$ cat config.mk
export PLATFORM = sky130hd
export DESIGN_NAME = unified_mem_arbiter_flat
export DESIGN_NICKNAME = d
export VERILOG_FILES = /design/src/rtl/unified_mem_arbiter_if.sv /design/src/rtl/unified_mem_arbiter.sv /design/src/flat_wrapper.sv
export SDC_FILE = /design/constraint.sdc
export NUM_CORES = 1
export LEC_CHECK = 0
export CORE_ASPECT_RATIO = 0.75
export CORE_MARGIN = 8
export CORE_UTILIZATION = 63
export CTS_CLUSTER_SIZE = 14
export DETAILED_ROUTE_END_ITERATION = 6
export DONT_BUFFER_PORTS = 1
export PLACE_DENSITY_LB_ADDON = 0.05
export SYNTH_ARGS = -nofsm -noshare
export SYNTH_HDL_FRONTEND = slang
export SYNTH_SLANG_ARGS = --single-unit
$ cat constraint.sdc
create_clock -name clk -period 2.41 [get_ports clk]
set_input_delay 0.482 -clock clk [delete_from_list [all_inputs] [get_ports clk]]
set_output_delay 0.482 -clock clk [all_outputs]
set_load 0.02 [all_outputs]
$ cat src/rtl/unified_mem_arbiter_if.sv
// Bus bundle for the unified memory arbiter:
// IF port, MEM port and external memory side.
interface unified_mem_arbiter_if #(
  parameter int ADDR_W = 32,
  parameter int DATA_W = 32
);

  logic              if_req;
  logic [ADDR_W-1:0] if_addr;
  logic [DATA_W-1:0] if_rdata;
  logic              if_valid;
  logic              if_stall;

  logic              mem_req;
  logic              mem_we;
  logic [ADDR_W-1:0] mem_addr;
  logic [DATA_W-1:0] mem_wdata;
  logic [DATA_W-1:0] mem_rdata;
  logic              mem_valid;
  logic              mem_stall;

  logic              err;

  logic              ext_req;
  logic              ext_we;
  logic [ADDR_W-1:0] ext_addr;
  logic [DATA_W-1:0] ext_wdata;
  logic              ext_ready;
  logic              ext_rvalid;
  logic [DATA_W-1:0] ext_rdata;

  modport slave (
    input  if_req,
    input  if_addr,
    output if_rdata,
    output if_valid,
    output if_stall,
    input  mem_req,
    input  mem_we,
    input  mem_addr,
    input  mem_wdata,
    output mem_rdata,
    output mem_valid,
    output mem_stall,
    output err,
    output ext_req,
    output ext_we,
    output ext_addr,
    output ext_wdata,
    input  ext_ready,
    input  ext_rvalid,
    input  ext_rdata
  );

  modport master (
    output if_req,
    output if_addr,
    input  if_rdata,
    input  if_valid,
    input  if_stall,
    output mem_req,
    output mem_we,
    output mem_addr,
    output mem_wdata,
    input  mem_rdata,
    input  mem_valid,
    input  mem_stall,
    input  err,
    input  ext_req,
    input  ext_we,
    input  ext_addr,
    input  ext_wdata,
    output ext_ready,
    output ext_rvalid,
    output ext_rdata
  );

endinterface

$ cat src/rtl/unified_mem_arbiter.sv
// Shares one single-ported memory between IF and MEM.
// Optional IF starvation guard: ARB_STARVE_GUARD_EN.
module unified_mem_arbiter #(
  parameter int ADDR_W     = 32,
  parameter int DATA_W     = 32,
  parameter int TIMEOUT    = 255,
  parameter int STARVE_MAX = 4
) (
  input  logic                 clk,
  input  logic                 rst,
  unified_mem_arbiter_if.slave bus
);

  localparam int TW =
    (TIMEOUT < 2) ? 1 : $clog2(TIMEOUT);

  localparam logic [TW-1:0] TO_LAST =
    (TIMEOUT > 0) ? TW'(TIMEOUT - 1) : '0;

  typedef enum logic [1:0] {
    S_IDLE,
    S_ISSUE,
    S_WAIT,
    S_RESP
  } state_t;

  state_t            state;
  logic              owner_mem;
  logic [TW-1:0]     tcnt;

  logic              ext_req_q;
  logic              ext_we_q;
  logic [ADDR_W-1:0] ext_addr_q;
  logic [DATA_W-1:0] ext_wdata_q;

  logic [DATA_W-1:0] if_rdata_q;
  logic [DATA_W-1:0] mem_rdata_q;
  logic              if_valid_q;
  logic              mem_valid_q;
  logic              err_q;

  logic              force_if;
  logic              grant_mem;
  logic              grant_if;

  logic              rsp_done;
  logic              rsp_err;
  logic [DATA_W-1:0] rsp_data;

  // MEM wins ties unless the guard forces IF
  assign grant_mem = bus.mem_req && !force_if;
  assign grant_if  = bus.if_req &&
                     (!bus.mem_req || force_if);

  // WAIT exit: response data or timeout
  always_comb begin
    rsp_done = 1'b0;
    rsp_err  = 1'b0;
    rsp_data = '0;
    if (bus.ext_rvalid) begin
      rsp_done = 1'b1;
      if (!ext_we_q) begin
        rsp_data = bus.ext_rdata;
      end
    end else if (TIMEOUT != 0 &&
                 tcnt == TO_LAST) begin
      rsp_done = 1'b1;
      rsp_err  = 1'b1;
    end
  end

  // Access sequencer with registered outputs
  always_ff @(posedge clk or negedge rst) begin
    if (!rst) begin
      state       <= S_IDLE;
      owner_mem   <= 1'b0;
      tcnt        <= '0;
      ext_req_q   <= 1'b0;
      ext_we_q    <= 1'b0;
      ext_addr_q  <= '0;
      ext_wdata_q <= '0;
      if_rdata_q  <= '0;
      mem_rdata_q <= '0;
      if_valid_q  <= 1'b0;
      mem_valid_q <= 1'b0;
      err_q       <= 1'b0;
    end else begin
      if_valid_q  <= 1'b0;
      mem_valid_q <= 1'b0;
      err_q       <= 1'b0;
      unique case (state)
        S_IDLE: begin
          unique case (1'b1)
            grant_mem: begin
              owner_mem   <= 1'b1;
              ext_req_q   <= 1'b1;
              ext_we_q    <= bus.mem_we;
              ext_addr_q  <= bus.mem_addr;
              ext_wdata_q <= bus.mem_wdata;
              state       <= S_ISSUE;
            end
            grant_if: begin
              owner_mem   <= 1'b0;
              ext_req_q   <= 1'b1;
              ext_we_q    <= 1'b0;
              ext_addr_q  <= bus.if_addr;
              ext_wdata_q <= '0;
              state       <= S_ISSUE;
            end
            default: ;
          endcase
        end
        S_ISSUE: begin
          if (bus.ext_ready) begin
            ext_req_q <= 1'b0;
            tcnt      <= '0;
            state     <= S_WAIT;
          end
        end
        S_WAIT: begin
          if (rsp_done) begin
            err_q <= rsp_err;
            if (owner_mem) begin
              mem_valid_q <= 1'b1;
              mem_rdata_q <= rsp_data;
            end else begin
              if_valid_q <= 1'b1;
              if_rdata_q <= rsp_data;
            end
            state <= S_RESP;
          end else begin
            tcnt <= tcnt + 1'b1;
          end
        end
        S_RESP: begin
          state <= S_IDLE;
        end
        default: begin
          state <= S_IDLE;
        end
      endcase
    end
  end

`ifdef ARB_STARVE_GUARD_EN
  localparam int SW =
    (STARVE_MAX < 1) ? 1 : $clog2(STARVE_MAX + 1);

  logic [SW-1:0] starve_cnt;

  assign force_if = bus.if_req && bus.mem_req &&
                    (starve_cnt == SW'(STARVE_MAX));

  // Counts MEM grants taken while IF waits
  always_ff @(posedge clk or negedge rst) begin
    if (!rst) begin
      starve_cnt <= '0;
    end else if (state == S_IDLE) begin
      if (grant_if || !bus.if_req) begin
        starve_cnt <= '0;
      end else if (grant_mem) begin
        starve_cnt <= starve_cnt + 1'b1;
      end
    end
  end
`else
  // Strict MEM priority; the limit has no effect
  logic starve_unused;
  assign starve_unused = |STARVE_MAX;
  assign force_if      = 1'b0;
`endif

  assign bus.ext_req   = ext_req_q;
  assign bus.ext_we    = ext_we_q;
  assign bus.ext_addr  = ext_addr_q;
  assign bus.ext_wdata = ext_wdata_q;
  assign bus.if_rdata  = if_rdata_q;
  assign bus.if_valid  = if_valid_q;
  assign bus.mem_rdata = mem_rdata_q;
  assign bus.mem_valid = mem_valid_q;
  assign bus.err       = err_q;
  assign bus.if_stall  = bus.if_req && !if_valid_q;
  assign bus.mem_stall = bus.mem_req && !mem_valid_q;

endmodule

$ cat src/flat_wrapper.sv
// flat-port wrapper written by rule: the top's interface ports become plain ports
module unified_mem_arbiter_flat 
#(
  parameter int ADDR_W     = 32,
  parameter int DATA_W     = 32,
  parameter int TIMEOUT    = 255,
  parameter int STARVE_MAX = 4
)
  (clk, rst, bus_if_req, bus_if_addr, bus_if_rdata, bus_if_valid, bus_if_stall, bus_mem_req, bus_mem_we, bus_mem_addr, bus_mem_wdata, bus_mem_rdata, bus_mem_valid, bus_mem_stall, bus_err, bus_ext_req, bus_ext_we, bus_ext_addr, bus_ext_wdata, bus_ext_ready, bus_ext_rvalid, bus_ext_rdata);
  unified_mem_arbiter_if #(.ADDR_W(ADDR_W), .DATA_W(DATA_W)) bus_i ();
  input  logic clk;
  input  logic rst;
  input wire logic [$bits(bus_i.if_req)-1:0] bus_if_req;
  input wire logic [$bits(bus_i.if_addr)-1:0] bus_if_addr;
  output wire logic [$bits(bus_i.if_rdata)-1:0] bus_if_rdata;
  output wire logic [$bits(bus_i.if_valid)-1:0] bus_if_valid;
  output wire logic [$bits(bus_i.if_stall)-1:0] bus_if_stall;
  input wire logic [$bits(bus_i.mem_req)-1:0] bus_mem_req;
  input wire logic [$bits(bus_i.mem_we)-1:0] bus_mem_we;
  input wire logic [$bits(bus_i.mem_addr)-1:0] bus_mem_addr;
  input wire logic [$bits(bus_i.mem_wdata)-1:0] bus_mem_wdata;
  output wire logic [$bits(bus_i.mem_rdata)-1:0] bus_mem_rdata;
  output wire logic [$bits(bus_i.mem_valid)-1:0] bus_mem_valid;
  output wire logic [$bits(bus_i.mem_stall)-1:0] bus_mem_stall;
  output wire logic [$bits(bus_i.err)-1:0] bus_err;
  output wire logic [$bits(bus_i.ext_req)-1:0] bus_ext_req;
  output wire logic [$bits(bus_i.ext_we)-1:0] bus_ext_we;
  output wire logic [$bits(bus_i.ext_addr)-1:0] bus_ext_addr;
  output wire logic [$bits(bus_i.ext_wdata)-1:0] bus_ext_wdata;
  input wire logic [$bits(bus_i.ext_ready)-1:0] bus_ext_ready;
  input wire logic [$bits(bus_i.ext_rvalid)-1:0] bus_ext_rvalid;
  input wire logic [$bits(bus_i.ext_rdata)-1:0] bus_ext_rdata;
  assign bus_i.if_req = bus_if_req;
  assign bus_i.if_addr = bus_if_addr;
  assign bus_if_rdata = bus_i.if_rdata;
  assign bus_if_valid = bus_i.if_valid;
  assign bus_if_stall = bus_i.if_stall;
  assign bus_i.mem_req = bus_mem_req;
  assign bus_i.mem_we = bus_mem_we;
  assign bus_i.mem_addr = bus_mem_addr;
  assign bus_i.mem_wdata = bus_mem_wdata;
  assign bus_mem_rdata = bus_i.mem_rdata;
  assign bus_mem_valid = bus_i.mem_valid;
  assign bus_mem_stall = bus_i.mem_stall;
  assign bus_err = bus_i.err;
  assign bus_ext_req = bus_i.ext_req;
  assign bus_ext_we = bus_i.ext_we;
  assign bus_ext_addr = bus_i.ext_addr;
  assign bus_ext_wdata = bus_i.ext_wdata;
  assign bus_i.ext_ready = bus_ext_ready;
  assign bus_i.ext_rvalid = bus_ext_rvalid;
  assign bus_i.ext_rdata = bus_ext_rdata;
  unified_mem_arbiter #(.ADDR_W(ADDR_W), .DATA_W(DATA_W), .TIMEOUT(TIMEOUT), .STARVE_MAX(STARVE_MAX)) u_core (.clk(clk), .rst(rst), .bus(bus_i));
endmodule
* After elaboration in Yosys (flattened, before gate mapping)
Cells that the tools add are included.
** Cells by class
- Add/subtract/negate cells :: 1
- Eq/ne operators :: 8
- Multiplexer cells :: 27
- Bitwise operators :: 1
- Reduce and logical (&&, ||, !) cells :: 17
** Operators with widths (count)
- case mux 32 bit (2 select lines) :: 2
- 2-to-1 mux 32 bit :: 2
- 2-to-1 mux 8 bit :: 2
- case mux 8 bit (2 select lines) :: 1
- AND reduction 3 bit :: 5
- 2-to-1 mux 1 bit :: 13
- adder 8 x 1 -> 8 bit (second input constant) :: 1
- == test 8 bit (second input constant) :: 1
- case mux 2 bit (4 select lines) :: 1
- 2-to-1 mux 2 bit :: 3
- inequality test 2 bit (second input constant) :: 3
- case mux 1 bit (2 select lines) :: 3
- nonzero test 2 bit :: 3
- == test 2 bit (second input constant) :: 2
- logical AND 1 bit :: 3
- zero test 1 bit :: 3
- == test 2 x 1 -> 1 bit (second input constant) :: 1
- zero test 2 bit :: 1
- inequality test 2 x 1 -> 1 bit (second input constant) :: 1
- AND reduction 2 bit :: 1
- OR reduction 2 bit :: 1
- NOT 1 bit :: 1
** Word-level totals
- Bits in registers :: 144
- Input bits :: 135
- Output and inout bits :: 135
- Logic and storage cells :: 66

* Depth between registers and ports, before layout
Gate-level depths: netlist of run 1.
- Depth after elaboration :: 5
- Mapped depth :: 7
- Mapped depth without buffers :: 6

* Worst setup path before layout of run 1
OpenSTA, ideal clock, no wires.
- Path type :: in2out
- From :: in bus_mem_req
- To :: out bus_mem_stall
- Arrival time :: 1299 ps
- Data required time :: 1928 ps
- Slack :: 629 ps
- Cell stages on the path :: 3
- Path buffers :: 2
- Cell sequence :: buf_2 -> clkbuf_1 -> nor2b_1
** On the way
- Word-level cells in the longest chain between the ends :: 1
** RTL lines
- start, declared :: line flat_wrapper.sv:18 : input wire logic [$bits(bus_i.mem_req)-1:0] bus_mem_req;
- logical AND 1 bit :: line unified_mem_arbiter.sv:183 : assign bus.mem_stall = bus.mem_req && !mem_valid_q;
- end, declared :: line flat_wrapper.sv:24 : output wire logic [$bits(bus_i.mem_stall)-1:0] bus_mem_stall;
No other way between the ends.

* Worst setup path after layout of run 1
- From :: reg u_core.if_valid_q (netlist: u_core.bus.if_valid)
- To :: out bus_if_stall
** On the way
- Word-level cells in the longest chain between the ends :: 2
** RTL lines
- start, declared :: line unified_mem_arbiter.sv:38 : logic if_valid_q;
- start signal, assigned :: line unified_mem_arbiter.sv:84 : if_valid_q <= 1'b0;
- start signal, assigned :: line unified_mem_arbiter.sv:88 : if_valid_q <= 1'b0;
- start signal, assigned :: line unified_mem_arbiter.sv:127 : if_valid_q <= 1'b1;
- zero test 1 bit :: line unified_mem_arbiter.sv:182 : assign bus.if_stall = bus.if_req && !if_valid_q;
- logical AND 1 bit :: line unified_mem_arbiter.sv:182
- end, declared :: line flat_wrapper.sv:17 : output wire logic [$bits(bus_i.if_stall)-1:0] bus_if_stall;
No other way between the ends.

==> impl_metrics.yaml, run 1 <==
status:
  status: "finished with violations"
  violations: "negative hold slack"
finish:
  finalNetCount: 574
  layout-drive-gt1-share_pct: 12.3
  nFillCells: 615
  syn2layout_area_growth_pct: 11.8
  diodes: 0
  final_util_pct: 72.4
sta:
  slew_violations: 0
  setup_slack_ns: 0.422
  setup_violations: 0
  worstMarginPinSlew_ns: 1.19
  max_freq_ghz: 0.503
  slew_headroom_pct: 20.0
  fin_crit_sh_pct: 82.5
  fin_crit_ns: 1.99
  fin_hold_ws_ns: -0.232
  fin_setup_tns_ns: 0
  clock_skew_ns: 0.00724
  hold_viol: 144
  rsz0062_at_grt: "false"
clocking:
  clk_pin_slew_worst_paths_ns: 0.06
  cts.repair.resized: 0
  cts_buffer_depth: 2
  htreeDepth: 4
  post_cts_buffers: 0
  cts-buffers-inserted: 17
  cts.sinks: 144
  cts_tree: "yes"
  clk_latency_ns: 0.41
  cts-root-buf: "clkbuf_16"
pwr:
  seq_power_share_pct: 54.4
  comb_power_share_pct: 19.3
  p_clk_share_pct: 26.2
  p_per_area_nw_per_um2: 1570
  power.internal_w: 0.00616
  max-vdd-ir-drop_mv: 1.10
  p_switching_w: 0.00415
  leakage_nw: 3.01
  switching_share_pct: 40.3
detailed_routing:
  first_pass_iters: 5
  wl_per_cell_um: 27.1
  via_count: 3756
  postRouteWirelength_um: 15500
  drc: 0
  antenna_left: 0
  avgViaCountPerCell: 6.54
  drt_iter0_markers: 418
placed_design:
  dpl.hpwl_um: 11400
  dp_slack_ns: 0.427
  port_buffers: 0
  gp_congestion: 0.820
setup_path:
  end_kind: "output pin"
  critPathArrivalTime_ns: 1.51
  rr_worst_depth: 6
  cp.depth: 1
  path_delay_family: "simple AND/OR/NAND/NOR gates"
  crit_slowest_cell: "nor2b_1"
  crit_end: "bus_if_stall"
  path_buf_inv: 0
  critPathLaunchType: "register"
  worstPathCellList: "nor2b_1"
  criticalPathCategory: "reg2out"
  r2r_slack_ns: 0.52
  crit_fanout: 2
  cp_data_required_time_ns: 1.93
  r2r-start: "u_core.state[0]"
  r2r-end: "u_core.tcnt[2]"
  crit_start: "u_core.bus.if_valid"
  max_stage_delay_ns: 0.60
grt:
  grt_usage_pct: 24.5
  grt_pass1_wl_um: 23900
  grt_pass1_vias: 3897
  grt_overflow: 0
  grt_max_degree: 145
  antenna_found_initial: 0
job:
  maxCapViolations: 0
die:
  die_area_um2: 12700
  die_width_um: 127
  start_util_pct: 64.8
  die_h_um: 99.5
  core_area_um2: 9050
  ios: 270
  rows: 30
synthesis:
  netlist_area_um2: 5860
  synth_seq_cells: 144
  yosys_warnings: 0
  synthTopCellsByArea: "dfrtp_1, a22o_1, a32o_1"
  yosysTopAreaCell: "dfrtp_1"
  synth_area_per_cell_um2: 13.3
  synth_top_area_share_pct: 61.5
  syn_nets: 582
  ys_seq_area_share_pct: 61.5
  synthCells: 441
  async_flop_share_pct: 100
  ys.flop_type: "dfrtp_1"
  synth-edff-count: 0
  synthDistinctLibCells: 39
worst_hold_path:
  hold_path.class: "in2async"
power by group through the flow:
stage	Sequential [W]	Clock [W]	Combinational [W]
after detailed placement	0.00569	0	0.00200
final	0.00561	0.00270	0.00199
after global placement	0.00566	0	0.00189
after global routing	0.00574	0.00284	0.00225
after CTS	0.00565	0.00274	0.00201
after floorplan	0.00525	0	0.00169
placed cells by master (no fill, tap or decap), drive strengths merged, types with 2 or more instances in the layout:
master	n
nor2	2
a22o	62
nand2	34
nand2b	2
nor3	8
dfrtp	144
clkbuf	20
o21ai	35
ha	6
bufinv	3
clkinvlp	3
a21oi	3
buf	7
a211o	4
a32o	35
nor2b	4
o211ai	3
mux2i	32
and3	6
clkinv	5
mux2	2
nand3	4
inv	9
or2b	2
kinds of logic after synthesis:
logic type	Yosys count	share of synthesized area [%]
compound gates	150	21.6
simple gates	65	5.89
buf+inv	42	3.86
mux	34	5.85
flops	144	61.5
fa+ha+maj	6	1.28
worst min path at each step:
stage | cells after the start | slack, ns | to | startpoint
after global routing | 0 | -0.25 | u_core.bus.mem_rdata[6] | rst
after floorplan | 0 | 0.19 | u_core.bus.err | rst
after CTS | 0 | -0.25 | u_core.bus.if_rdata[4] | rst
after detailed placement | 0 | 0.19 | u_core.bus.if_rdata[6] | rst
after global placement | 0 | 0.19 | u_core.bus.mem_rdata[6] | rst
final | 0 | -0.23 | u_core.bus.mem_rdata[4] | rst
cells in the mapped netlist, types with 2 or more instances:
cell / count
inv_1: 8
ha_1: 6
nor2b_1: 4
dfrtp_1: 144
and3_1: 6
or2b_1: 2
buf_2: 10
buf_4: 3
clkbuf_1: 15
nand2_1: 34
nand3_1: 3
nand2b_1: 2
a21oi_1: 3
a22o_1: 62
o211ai_4: 2
mux2i_1: 32
nor3_2: 2
mux2_2: 2
a211o_1: 4
buf_6: 6
o21ai_0: 34
nor3_1: 6
a32o_1: 35
layer usage:
layer	vias up	track usage, %	routed length [um]
met5	-	0	0
met4	0	9.12	348
met3	25	11.7	1750
met2	172	39.6	7880
met1	1911	27.9	5570
li1	1648	-	-
sequential cells by signal, indices dropped and copies added, names as in the netlist:
signal	cells
u_core.bus.err	1
u_core.bus.ext_addr	32
u_core.bus.ext_req	1
u_core.bus.ext_wdata	32
u_core.bus.ext_we	1
u_core.bus.if_rdata	32
u_core.bus.if_valid	1
u_core.bus.mem_rdata	32
u_core.bus.mem_valid	1
u_core.owner_mem	1
u_core.state	2
u_core.tcnt	8
stage by stage:
step,instances,cell area [um2],total power (W)
3_5_place_dp,542,5930,0.00768
2_1_floorplan,441,5860,0.00694
6_report,574,6550,0.0103
3_3_place_gp,542,5930,0.00755
5_1_grt,574,6550,0.0108
4_1_cts,574,6550,0.0104
cell type report:
class / count / area (um2) / share of cell area [%]
multi-input combinational: 255 / 2060 / 31.4
tap: 128 / 160 / 2.44
clock inverter: 12 / 158 / 2.41
sequential: 144 / 3600 / 55.0
clock buffer: 20 / 467 / 7.12
inverter: 8 / 30.0 / 0.458
timing repair buffer: 7 / 77.6 / 1.18
worst register-to-register path, delay by kind of cell (launching register included):
family                     cells  cell delay, ns
AOI/OAI and AO/OA              3            0.67
and+or+nand+nor                1            0.23
buffers and inverters          1            0.12
adders and majority gates      1            0.36
DFF                            1            0.38
(Power assumes the default switching activity.)
==> run 2: changes to the inputs <==
--- a/config.mk
+++ b/config.mk
@@ -7,7 +7,7 @@
 export LEC_CHECK = 0
 export CORE_ASPECT_RATIO = 0.75
 export CORE_MARGIN = 8
-export CORE_UTILIZATION = 63
+export CORE_UTILIZATION = 57
 export CTS_CLUSTER_SIZE = 14
 export DETAILED_ROUTE_END_ITERATION = 6
 export DONT_BUFFER_PORTS = 1
==> constraint.sdc (replaced) <==
create_clock -name clk -period 1.8 [get_ports clk]
set_input_delay 0.36 -clock clk [delete_from_list [all_inputs] [get_ports clk]]
set_output_delay 0.36 -clock clk [all_outputs]
set_load 0.02 [all_outputs]
==> impl_metrics.yaml, run 2 (synthesized netlist as in run 1, its figures left out) <==
finish:
  syn2layout_area_growth_pct: 14.2
  finalNetCount: 585
  nFillCells: 752
  final_common_cell: "dfrtp_1"
  stdcell_count: 593
  most-common-layout-cells: "dfrtp_1, a22o_1, a32o_1"
  diodes: 0
  layout-drive-gt1-share_pct: 16.0
setup_path:
  crit_fanout: 3
  r2r-start: "u_core.state[1]"
  critPathLaunchType: "register"
  worstPathCellList: "inv_2, ha_2, inv_1, o31ai_4, o21bai_2, mux2_2"
  crit_slowest_cell: "dfrtp_1"
  crit_start: "u_core.state[1]"
  cp_data_required_time_ns: 2.09
  criticalPathCategory: "reg2reg"
  max_stage_delay_ns: 0.41
  end_kind: "register"
  critPathArrivalTime_ns: 2.04
grt:
  grt_pass1_wl_um: 24200
  gr-usage-met2_pct: 37.8
  grt_usage_pct: 22.2
  grt-busiest-layer: "met2"
  grt_max_degree: 145
  use_met3_pct: 9.80
  antenna_found_initial: 0
  grtUsageMet1_pct: 25.6
  grt_pass1_vias: 3966
  grt_overflow: 0
detailed_routing:
  wl_per_cell_um: 26.2
  first_pass_iters: 5
  antenna_left: 0
  avgViaCountPerCell: 6.32
  drc: 0
  via_count: 3747
  drt_iter0_markers: 342
  postRouteWirelength_um: 15500
sta:
  setup_violations: 0
  clock_skew_ns: 0.00965
  fin_setup_tns_ns: 0
  hold_viol: 144
  fin_crit_sh_pct: 97.4
  max_freq_ghz: 0.571
  fin_crit_ns: 1.75
  slew_violations: 0
  worstMarginPinSlew_ns: 0.620
  fin_hold_ws_ns: -0.356
  slew_headroom_pct: 58.5
status:
  status: "finished with violations"
  violations: "negative hold slack"
die:
  ios: 270
  core_area_um2: 10100
  rows: 32
  die_h_um: 104
  start_util_pct: 57.9
  die_area_um2: 13800
  die_width_um: 133
clocking:
  htreeDepth: 4
  cts-root-buf: "clkbuf_16"
  clk_latency_ns: 0.41
  cts_buffer_depth: 2
  cts-buffers-inserted: 17
  cts.sinks: 144
  cts_tree: "yes"
  clk_pin_slew_worst_paths_ns: 0.06
placed_design:
  placed_cells: 561
  dpl.hpwl_um: 11100
  port_buffers: 0
  gp_congestion: 0.767
pwr:
  max-vdd-ir-drop_mv: 1.12
  leakage_nw: 3.07
  p_per_area_nw_per_um2: 2080
job:
  maxCapViolations: 0
worst_hold_path:
  hold_path.class: "in2async"
## run 2: what timing repair did
action	4_1_cts	5_1_grt
gates resized for setup	3	6
pin swaps	0	0
setup buffers	0	0
hold endpoints to repair	144	144
setup endpoints to repair	1	18
## run 2: area by class of cell
class / count / area [um2] / share of cell area [%]
clock buffer: 19 / 453 / 6.77
multi-input combinational: 255 / 2090 / 31.2
inverter: 8 / 30.0 / 0.449
tap: 136 / 170 / 2.54
sequential: 144 / 3600 / 53.8
clock inverter: 13 / 151 / 2.26
timing repair buffer: 18 / 198 / 2.95
## run 2: power breakdown
part	switching (W)	internal, W	leakage [nW]	total (W)
clock network	0.00138	0.00214	0.289	0.00353
logic	0.00142	0.00151	0.946	0.00293
registers	0.00286	0.00462	1.84	0.00748
total	0.00566	0.00827	3.07	0.0139
## run 2: per-layer routing
layer	wire [um]	up-vias
li1	-	1681
met3	1560	7
met4	69	0
met1	5810	1887
met2	8090	172
met5	0	-
## run 2: worst paths after layout
kind                                            end  slack, ns  depth (start not counted)
max in group asynchronous   u_core.bus.ext_addr[29]       1.98                          0
max                                 u_core.state[1]       0.05                          6
min                          u_core.bus.if_rdata[7]      -0.36                          0
min in group clk           u_core.bus.mem_rdata[18]       0.07                          1
max reg2reg                         u_core.state[1]       0.05                          6
min reg2reg                          u_core.tcnt[7]       0.57                          1
## run 2: critical path, delay by kind of cell (launching register included)
kind,cells,cell delay (ns)
mux,1,0.36
buf+inv,2,0.18
fa+ha+maj,1,0.21
flops,1,0.41
compound gates,2,0.48
## run 2: stage by stage
step	worst slack (ns)	power (W)	utilization, %	hold slack, ns	area, um2
4_1_cts	0.00516	0.0140	66.0	-0.370	6680
5_1_grt	-0.0000373	0.0146	66.1	-0.379	6690
6_report	0.0477	0.0139	66.1	-0.356	6690
3_5_place_dp	0.0247	0.0104	59.8	0.0671	6060
2_1_floorplan	0.0434	0.00929	-	0.0644	5860
3_3_place_gp	0.106	0.0103	59.8	0.0677	6060
==> run 3: changes to the inputs <==
--- a/config.mk
+++ b/config.mk
@@ -8,6 +8,7 @@
 export CORE_ASPECT_RATIO = 0.75
 export CORE_MARGIN = 8
 export CORE_UTILIZATION = 57
+export CTS_BUF_LIST = sky130_fd_sc_hd__clkbuf_16
 export CTS_CLUSTER_SIZE = 14
 export DETAILED_ROUTE_END_ITERATION = 6
 export DONT_BUFFER_PORTS = 1
==> constraint.sdc (replaced) <==
create_clock -name clk -period 1.8 [get_ports clk]
set_input_delay 0.36 -clock clk [delete_from_list [all_inputs] [get_ports clk]]
set_output_delay 0.36 -clock clk [all_outputs]
set_load 0.005 [all_outputs]
==> impl_metrics.yaml, run 3 (synthesized netlist as in run 1, its figures left out) <==
sta:
  hold_viol: 144
  slew_violations: 0
  rsz0062_at_grt: "false"
  fin_setup_tns_ns: 0
  clock_skew_ns: 0.00820
  fin_crit_ns: 1.72
  worstMarginPinSlew_ns: 0.689
  setup_slack_ns: 0.0813
  max_freq_ghz: 0.582
  fin_crit_sh_pct: 95.5
  setup_violations: 0
  fin_hold_ws_ns: -0.359
  slew_headroom_pct: 53.9
pwr:
  power.internal_w: 0.00858
  p_clk_share_pct: 30.2
  leakage_nw: 3.08
  comb_power_share_pct: 22.5
  p_per_area_nw_per_um2: 1890
  max-vdd-ir-drop_mv: 1.10
  switching_share_pct: 32.2
  seq_power_share_pct: 47.3
  p_switching_w: 0.00407
  total_power_w: 0.0127
placed_design:
  place_area_um2: 6050
  dpl.hpwl_um: 11000
  port_buffers: 0
  gp_congestion: 0.769
  dp_slack_ns: 0.0381
job:
  maxCapViolations: 0
setup_path:
  critPathArrivalTime_ns: 2.02
  worstPathCellList: "inv_2, ha_1, or2b_4, o31ai_2, o21bai_1, mux2_2"
  rr_worst_depth: 6
  cp_data_required_time_ns: 2.10
  criticalPathCategory: "reg2reg"
  path_buf_inv: 1
  path_delay_family: "flip-flops"
  crit_slowest_cell: "dfrtp_1"
  max_stage_delay_ns: 0.42
  critPathLaunchType: "register"
  end_kind: "register"
  cp.depth: 6
  crit_fanout: 3
finish:
  most-common-layout-cells: "dfrtp_1, a22o_1, a32o_1"
  diodes: 0
  final_util_pct: 66.3
  final_common_cell: "dfrtp_1"
  design_area_um2: 6710
  nFillCells: 757
  finalNetCount: 582
  syn2layout_area_growth_pct: 14.5
  layout-drive-gt1-share_pct: 14.3
grt:
  gr-usage-met2_pct: 36.3
  grt_usage_pct: 22.2
  grt_max_degree: 145
  grt-busiest-layer: "met2"
  grt_pass1_wl_um: 24000
  grtUsageMet1_pct: 25.0
  use_met3_pct: 9.85
  grt_overflow: 0
  grt_pass1_vias: 3978
  antenna_found_initial: 0
die:
  die_width_um: 133
  die_area_um2: 13800
  rows: 32
  ios: 270
  die_h_um: 104
  core_area_um2: 10100
  start_util_pct: 57.9
detailed_routing:
  drc: 0
  first_pass_iters: 4
  antenna_left: 0
  postRouteWirelength_um: 15300
  via_count: 3740
  drt_iter0_markers: 316
  wl_per_cell_um: 25.9
  avgViaCountPerCell: 6.34
clocking:
  cts-buffers-inserted: 17
  htreeDepth: 4
  clk_latency_ns: 0.42
  cts_tree: "yes"
  clk_pin_slew_worst_paths_ns: 0.05
  cts_buffer_depth: 2
  cts.sinks: 144
  cts-root-buf: "clkbuf_16"
status:
  violations: "negative hold slack"
  status: "finished with violations"
worst_hold_path:
  hold_path.class: "in2async"
## run 3: area by class of cell
| type | count | area (um2) | area share (%) |
|---|---|---|---|
| flip-flops and latches | 144 | 3600 | 53.7 |
| multi-input cells | 255 | 2080 | 31.0 |
| clock buffers | 17 | 425 | 6.34 |
| clock inverters | 15 | 216 | 3.22 |
| repair buffers | 15 | 188 | 2.80 |
| well taps | 136 | 170 | 2.53 |
| inverters | 8 | 30.0 | 0.447 |
## run 3: worst reg2reg max path, stage by stage, from the launching register on
cell and delay, ns:
dfrtp_1 0.42, inv_2 0.10, ha_1 0.16, or2b_4 0.29
o31ai_2 0.09, o21bai_1 0.19, mux2_2 0.35
## run 3: routing by layer
metal,vias to the layer above,part of all wire [%]
met5,-,0
met4,0,1.5
met3,20,11
met2,160,50
met1,1896,37
li1,1664,-
## run 3: path summary, 6_finish.rpt
kind | startpoint | end | slack, ns
max | u_core.state[1] | u_core.state[1] | 0.08
min | rst | u_core.bus.mem_rdata[7] | -0.36
max reg2reg | u_core.state[1] | u_core.state[1] | 0.08
min reg2reg | u_core.bus.ext_addr[16] | u_core.bus.ext_addr[16] | 0.52
max in group asynchronous | rst | u_core.bus.ext_addr[29] | 2.00
min in group clk | bus_ext_rdata[12] | u_core.bus.if_rdata[12] | 0.07
## run 3: power groups by stage
stage / Sequential [W] / Clock [W] / Combinational (W)
after floorplan: 0.00552 / 0 / 0.00226
after global placement: 0.00606 / 0 / 0.00270
after detailed placement: 0.00608 / 0 / 0.00283
after CTS: 0.00605 / 0.00387 / 0.00285
after global routing: 0.00618 / 0.00400 / 0.00320
final: 0.00599 / 0.00382 / 0.00285
## run 3: stage by stage
stage                     cells  hold slack (ns)
after global placement      558           0.0678
after global routing        590           -0.380
final                       590           -0.359
after CTS                   590           -0.379
after detailed placement    558           0.0673
after floorplan             441           0.0644
## run 3: what timing repair did
action	4_1_cts	5_1_grt
hold endpoints to repair	144	144
gates resized for setup	0	6
endpoints found under the setup margin	0	6
setup buffers	0	0
